[src/rtl/neuron_index_sequencer.sv]
// Neuron index sequencer: walks (index, layer) over a programmed grid,
// advancing one index every PRESCALE clocks, with stall, clear and done pulse.
module neuron_index_sequencer #(
  parameter int unsigned IDX_W    = 32,
  parameter int unsigned LAYER_W  = 8,
  parameter int unsigned PRESCALE = 10
) (
  input  logic               clk,
  input  logic               rstn,
  input  logic               start,
  input  logic               clear,
  input  logic               stall,
  input  logic [IDX_W-1:0]   num_idx,
  input  logic [LAYER_W-1:0] num_layers,
  output logic [IDX_W-1:0]   index,
  output logic [LAYER_W-1:0] layer,
  output logic               step,
  output logic               busy,
  output logic               done
);

  localparam int unsigned     SUB_W    = (PRESCALE > 1) ? $clog2(PRESCALE) : 1;
  localparam logic [SUB_W-1:0] SUB_LAST = SUB_W'(PRESCALE - 1);

  typedef enum logic [1:0] {
    IDLE = 2'd0,
    RUN  = 2'd1,
    DONE = 2'd2
  } state_t;

  state_t             state;
  state_t             state_d;
  logic [SUB_W-1:0]   sub;
  logic [SUB_W-1:0]   sub_d;
  logic [IDX_W-1:0]   index_d;
  logic [LAYER_W-1:0] layer_d;
  logic [IDX_W-1:0]   num_idx_q;
  logic [IDX_W-1:0]   num_idx_d;
  logic [LAYER_W-1:0] num_layers_q;
  logic [LAYER_W-1:0] num_layers_d;
  logic               busy_d;
  logic               done_d;
  logic               idx_last;
  logic               lay_last;

  // Step strobe decoded from registered state; stall suppresses it.
  assign step     = (state == RUN) && (sub == SUB_LAST) && !stall;
  assign idx_last = (index == num_idx_q - IDX_W'(1));
  assign lay_last = (layer == num_layers_q - LAYER_W'(1));

  always_ff @(posedge clk or negedge rstn) begin
    if (!rstn) begin
      state        <= IDLE;
      sub          <= '0;
      index        <= '0;
      layer        <= '0;
      num_idx_q    <= IDX_W'(1);
      num_layers_q <= LAYER_W'(1);
      busy         <= 1'b0;
      done         <= 1'b0;
    end else begin
      state        <= state_d;
      sub          <= sub_d;
      index        <= index_d;
      layer        <= layer_d;
      num_idx_q    <= num_idx_d;
      num_layers_q <= num_layers_d;
      busy         <= busy_d;
      done         <= done_d;
    end
  end

  always_comb begin
    state_d      = state;
    sub_d        = sub;
    index_d      = index;
    layer_d      = layer;
    num_idx_d    = num_idx_q;
    num_layers_d = num_layers_q;

    case (state)
      IDLE: begin
        if (start) begin
          state_d      = RUN;
          sub_d        = '0;
          index_d      = '0;
          layer_d      = '0;
          // Zero counts are promoted to one so every run has at least one step.
          num_idx_d    = (num_idx == '0) ? IDX_W'(1) : num_idx;
          num_layers_d = (num_layers == '0) ? LAYER_W'(1) : num_layers;
        end
      end
      RUN: begin
        if (!stall) begin
          sub_d = (sub == SUB_LAST) ? '0 : sub + SUB_W'(1);
          if (sub == SUB_LAST) begin
            if (!idx_last) begin
              index_d = index + IDX_W'(1);
            end else if (!lay_last) begin
              index_d = '0;
              layer_d = layer + LAYER_W'(1);
            end else begin
              state_d = DONE;
            end
          end
        end
      end
      DONE: begin
        state_d = IDLE;
      end
      default: begin
        state_d = IDLE;
      end
    endcase

    // Clear overrides everything, including the final step.
    if (clear) begin
      state_d = IDLE;
      sub_d   = '0;
      index_d = '0;
      layer_d = '0;
    end

    busy_d = (state_d == RUN);
    done_d = (state_d == DONE);
  end

endmodule

[config.mk]
export PLATFORM = sky130hd
export DESIGN_NAME = neuron_index_sequencer
export DESIGN_NICKNAME = d
export VERILOG_FILES = /design/src/rtl/neuron_index_sequencer.sv
export SDC_FILE = /design/constraint.sdc
export NUM_CORES = 1
export LEC_CHECK = 0
export BUFFER_PORTS_ARGS = -buffer_cell sky130_fd_sc_hd__buf_2
export CAP_MARGIN = 25
export CORE_MARGIN = 2
export CORE_UTILIZATION = 50
export DETAILED_ROUTE_END_ITERATION = 6
export PLACE_DENSITY = 0.68
export SLEW_MARGIN = 25
export SYNTH_ARGS = -nofsm -noshare
export SYNTH_HDL_FRONTEND = slang
export SYNTH_SLANG_ARGS = --single-unit
[constraint.sdc]
create_clock -name clk -period 4.2 [get_ports clk]
set_input_delay 0.63 -clock clk [delete_from_list [all_inputs] [get_ports clk]]
set_output_delay 0.63 -clock clk [all_outputs]
set_load 0.1 [all_outputs]
; Yosys cells after proc, flatten, opt, wreduce, memory -nomap -nowiden
; Cells that the tools add are included.
[totals]
reg_bits = 88
latchBits = 0
ram_bits = 0
mem_bits_ro = 0
in_bits = 45
out_inout_bits = 43
word_cells = 64
memories = 0
[op_classes]
addsub = 5
multipliers = 0
div = 0
order_cmp = 0
eq_ne = 12
shifts = 0
muxes = 28
n_bitwise = 0
reduce_logical = 11
[ops]
columns = op, count
row1 = 32-bit two-way mux, 7
row2 = 32-bit one-hot mux with 2 select lines, 1
row3 = 8-bit two-way mux, 7
row4 = 32-bit by 1-bit adder with 32-bit output (second input constant), 1
row5 = 32-bit == test, 1
row6 = 32-bit logical NOT, 1
row7 = 32-bit by 1-bit subtractor with 32-bit output (second input constant), 1
row8 = 4-bit two-way mux, 4
row9 = 8-bit one-hot mux with 2 select lines, 1
row10 = 2-bit two-way mux, 6
row11 = 3-bit inequality test (second input constant), 4
row12 = 8-bit by 1-bit adder with 8-bit output (second input constant), 1
row13 = 8-bit == test, 1
row14 = 8-bit logical NOT, 1
row15 = 4-bit one-hot mux with 2 select lines, 1
row16 = 8-bit by 1-bit subtractor with 8-bit output (second input constant), 1
row17 = 6-bit AND reduction, 1
row18 = 5-bit AND reduction, 1
row19 = 4-bit by 1-bit adder with 4-bit output (second input constant), 1
row20 = 2-bit by 1-bit == test with 1-bit output (second input constant), 2
row21 = 4-bit == test (second input constant), 1
row22 = 4-bit inequality test (second input constant), 1
row23 = 2-bit one-hot mux with 2 select lines, 1
row24 = 3-bit by 2-bit inequality test with 1-bit output (second input constant), 1
row25 = 7 further kinds, 8

; Depth between registers and ports, before layout
[logic_depth]
word_depth = 9
mapped_depth = 13
mapped_depth_nobuf = 11

; Worst setup path before layout
; No wires, ideal clock.
[synth_path]
kind = flip-flop to output port
from = reg sub[1]
to = out step
arrival_ps = 2825
t_required_ps = 3570
path_slack_ps = 745
path_stages_with_launch = 5
n_path_buf = 0
cell_sequence = dfrtp_1 inv_1 ha_1 nand3b_1 nor3_1
[synth_via]
elab_chain_cells = 3
[synth_lines]
columns = element, line_no
row1 = from (decl), 33  ; logic [SUB_W-1:0] sub;
row2 = from (signal assigned), 63  ; sub <= sub_d;
row3 = 4-bit == test, 47  ; assign step = (state == RUN) && (sub == SUB_LAST) && !stall;
row4 = 1-bit logical AND (2 in series), 47
row5 = to (decl), 17  ; output logic step,
; No other way between the ends.

; Worst setup path in the final report
[layout_path]
from = reg num_idx_q[7]
to = reg index[1]
[layout_via]
elab_chain_cells = 7
elab_cells_between_ends = 9
classes_between = add/sub (1) / eq/ne (2) / mux (5) / reduce/logical (1)
[layout_lines]
columns = element, line_no
row1 = from (decl), 37  ; logic [IDX_W-1:0] num_idx_q;
row2 = from (signal assigned), 66  ; num_idx_q <= num_idx_d;
row3 = 32-bit by 1-bit subtractor with 32-bit output *, 48  ; assign idx_last = (index == num_idx_q - IDX_W'(1));
row4 = 32-bit == test *, 48
row5 = 32-bit two-way mux, 97  ; if (!idx_last) begin
row6 = 32-bit two-way mux, 96  ; if (sub == SUB_LAST) begin
row7 = 32-bit two-way mux, 94  ; if (!stall) begin
row8 = 32-bit one-hot mux with 2 select lines, 81  ; case (state)
row9 = 32-bit two-way mux, 117  ; if (clear) begin
row10 = to (signal assigned), 64  ; index <= index_d;
row11 = to (decl), 15  ; output logic [IDX_W-1:0] index,
; Mark *: on every way between the ends. The rest lies on a longest branch, timed or not. The select of a mux whose other input is x is not followed.
; A chain may end at the register's enable or synchronous reset.

==> metrics.md <==
| Metric | Value |
|---|---|
| Synth top cells by count | dfrtp_1 (86), nand2_1 (50), a21oi_1 (36), mux2_2 (36), nor2_1 (36) |
| Setup TNS | 0 ns |
| Placement Setup Slack | 0.458 ns |
| Leak | 2.83 nW |
| CP required | 4.49 ns |
| Reg-to-Reg Start | num_idx_q[7]$_DFFE_PN0P_ |
| R2R depth | 10 |
| Post-synthesis async set-or-reset flop share | 1.00 |
| Root Buffer | clkbuf_16 |
| Vias in the first global route | 5116 |
| Avg Inst Size Synth | 9.38 µm² |
| NetSw | 697 µW |
| DRT antenna net count | 0 |
| Crit. End Element | register |
| Flop pwr share | 0.436 |
| Fmax | 265 MHz |
| Largest net degree at the start of global routing | 71 |
| # hold bufs at CTS | 0 |
| RSZ-0062 raised after global routing | false |
| WP data arrival | 4.06 ns |
| R2R Setup Slk | 0.43 ns |
| Post-synthesis cell type count | 65 |
| Clock slew at reported path FFs | 0.07 ns |
| Number of flops mapped to enable cells by yosys | 0 |
| Final WL | 16400 µm |
| CP startpoint | num_idx_q[7]$_DFFE_PN0P_ |
| R2r endpoint | index[1]$_DFFE_PN0P_ |
| Clock group share of total power | 0.366 |
| CTS tree | done |
| Most common cell in the netlist | dfrtp_1 |
| Worst slew pin tran | 0.903 ns |
| Drt drc | 0 |
| DR vias/cell | 6.33 |
| H-tree levels | 3 |
| Largest family of logic cells by synthesized area | simple AND/OR/NAND/NOR gates |
| Syn nets | 672 |
| Crit Path Max Fanout | 31 |
| Initial antenna violation count | 1 |
| Hold WS | 0.401 ns |
| Area Overhead vs Synth | 15.2% |
| Register area share after synthesis | 0.378 |
| I/O Buffers | 87 |
| Crit Path Category | register to register |
| Clock Tree Buf Depth | 2 |
| Initial detailed-routing violation count | 364 |
| Synth area leaders | dfrtp_1 (37%), mux2_2 (7.0%), xnor2_1 (4.7%) |
| Remaining global-route overflow | 0 |
| DP HPWL | 12300 µm |
| Num CTS Buffers | 9 |
| Sink Count | 88 |
| Syn Inst Count | 621 |
| Nets | 755 |
| Synth Area in Adders | 0.0129 |
| Post-synthesis xor/xnor area fraction | 0.0782 |
| Layout cells sized above 1 | 0.243 |
| Die X | 112 µm |
| Register bit count reported by yosys | 88 |
| Utilization after layout | 0.588 |
| Final Hold Fails | 0 |
| Outcome | finished, final reports clean |
| Final WS setup | 0.429 ns |
| Comb pwr share | 0.198 |
| Pwr per Cell Area | 347 mW/mm² |
| Num ports | 88 |
| Die Footprint | 0.0125 mm² |
| Routability cong. | 0.964 |
| N_diodes | 0 |
| Tot Pwr | 2.33 mW |
| Syn Std Cell Area | 0.00583 mm² |
| Sw Ratio | 0.299 |
| First-pass GRT wire length | 26900 µm |
| Mux share of post-synthesis cell area | 0.0816 |
| Max IR drop VDD | 0.259 mV |
| Post-Synth Simple-Gate Area | 0.280 |
| Max-slew violation count | 0 |
| Int Power | 1.64 mW |
| DR vias | 5390 |
| Core area | 0.0114 mm² |
| Worst min-delay path class | input port to asynchronous set/reset pin |
| Initial Util | 0.510 |
| Yosys top cell area share | 0.369 |
| Synth Warn # | 0 |
| Row Count | 39 |
| Dominant cell type by area after synthesis | dfrtp_1 |
| Final Setup Violations | 0 |
| WL/cell | 19.2 µm |
| Clock Latency Late Sink | 0.35 ns |
| Final Cycle Share | 0.898 |
| All-layer global routing usage | 0.270 |
| Die Height | 112 µm |
| Top_reg_cell synth | dfrtp_1 |
| # resized after CTS | 0 |
| Compound-cell area share of the yosys netlist | 0.137 |
| Max_slew headroom | 0.398 |
| Period minus WS final | 3.77 ns |
| Critical path launch point type | register |
| Max-cap viol count | 0 |
| Clk_skew | 0.00727 ns |
| Pre-antenna DRT Iters | 5 |
| # Post-CTS Setup Buffers | 0 |
-- worst max-delay path, stage by stage (launching register included) --
cell	delay, ns
dfrtp_1	0.46
or4_4	0.61
or3_1	0.57
nor4_2	0.30
mux2i_1	0.29
nand2_1	0.11
or4_4	0.56
nor2_8	0.30
buf_12	0.21
nand2b_1	0.14
a22o_1	0.14
-- worst max path at each step --
stage | cells after the start | slack [ns] | end
2_1_floorplan | 4 | 0.74 | step
3_3_place_gp | 10 | 0.53 | index[30]$_DFFE_PN0P_
3_5_place_dp | 10 | 0.46 | index[0]$_DFFE_PN0P_
4_1_cts | 10 | 0.45 | index[28]$_DFFE_PN0P_
5_1_grt | 10 | 0.20 | index[29]$_DFFE_PN0P_
6_report | 10 | 0.43 | index[1]$_DFFE_PN0P_
-- registers in the layout (all words and copies together) (netlist names) --
signal	flops
state	2
num_idx_q	32
done	1
index	32
layer	8
num_layers_q	8
busy	1
sub	4
-- stage by stage --
step,instances,instance area [µm²]
after CTS,852,6710
after global placement,836,6390
after floorplan,621,5830
final,852,6710
after global routing,852,6710
after detailed placement,836,6390
-- cells by family (layout without fill, tap and decap cells) --
kind of cell    Yosys count  count (layout)
buf+inv                  35             123
xor+xnor                 52              52
fa+ha+maj                 6               6
simple gates            275             275
compound gates          122             122
mux                      43              43
flops                    88              88
-- per-layer routing --
metal	share of wire	track usage	vias to the layer above
li1	-	-	2522
met1	0.46	0.396	2635
met2	0.46	0.411	218
met3	0.069	0.0425	15
met4	0.016	0.0854	0
met5	0	0	-
-- cell usage in the layout (no fill, tap or decap), types with 13 or more instances in the layout --
master	n
dfrtp_1	86
nand2_1	50
xnor2_1	31
nand4_1	13
o31ai_1	18
a21oi_1	36
nor2_1	36
nor4_1	21
or4_1	29
nor3_1	19
nand3_1	24
xor2_1	21
mux2_2	36
or3_1	16
o21ai_0	19
buf_2	86
-- final cells by class --
| class | count | area (µm²) |
|---|---|---|
| Clock buffer | 14 | 284 |
| Clock inverter | 2 | 35.0 |
| Fill cell | 1043 | 4710 |
| Inverter | 11 | 41.3 |
| Multi-Input combinational cell | 498 | 3440 |
| Sequential cell | 88 | 2200 |
| Tap cell | 143 | 179 |
| Timing Repair Buffer | 96 | 531 |
-- power groups by stage --
stage	combinational [mW]	clock (mW)	sequential, mW
floorplan	0.321	0	1.01
global placement	0.451	0	1.03
detailed placement	0.457	0	1.03
CTS	0.460	0.870	1.01
global route	0.507	0.895	1.03
finish	0.462	0.854	1.02
Note: power is estimated with default switching activity, not from simulation.
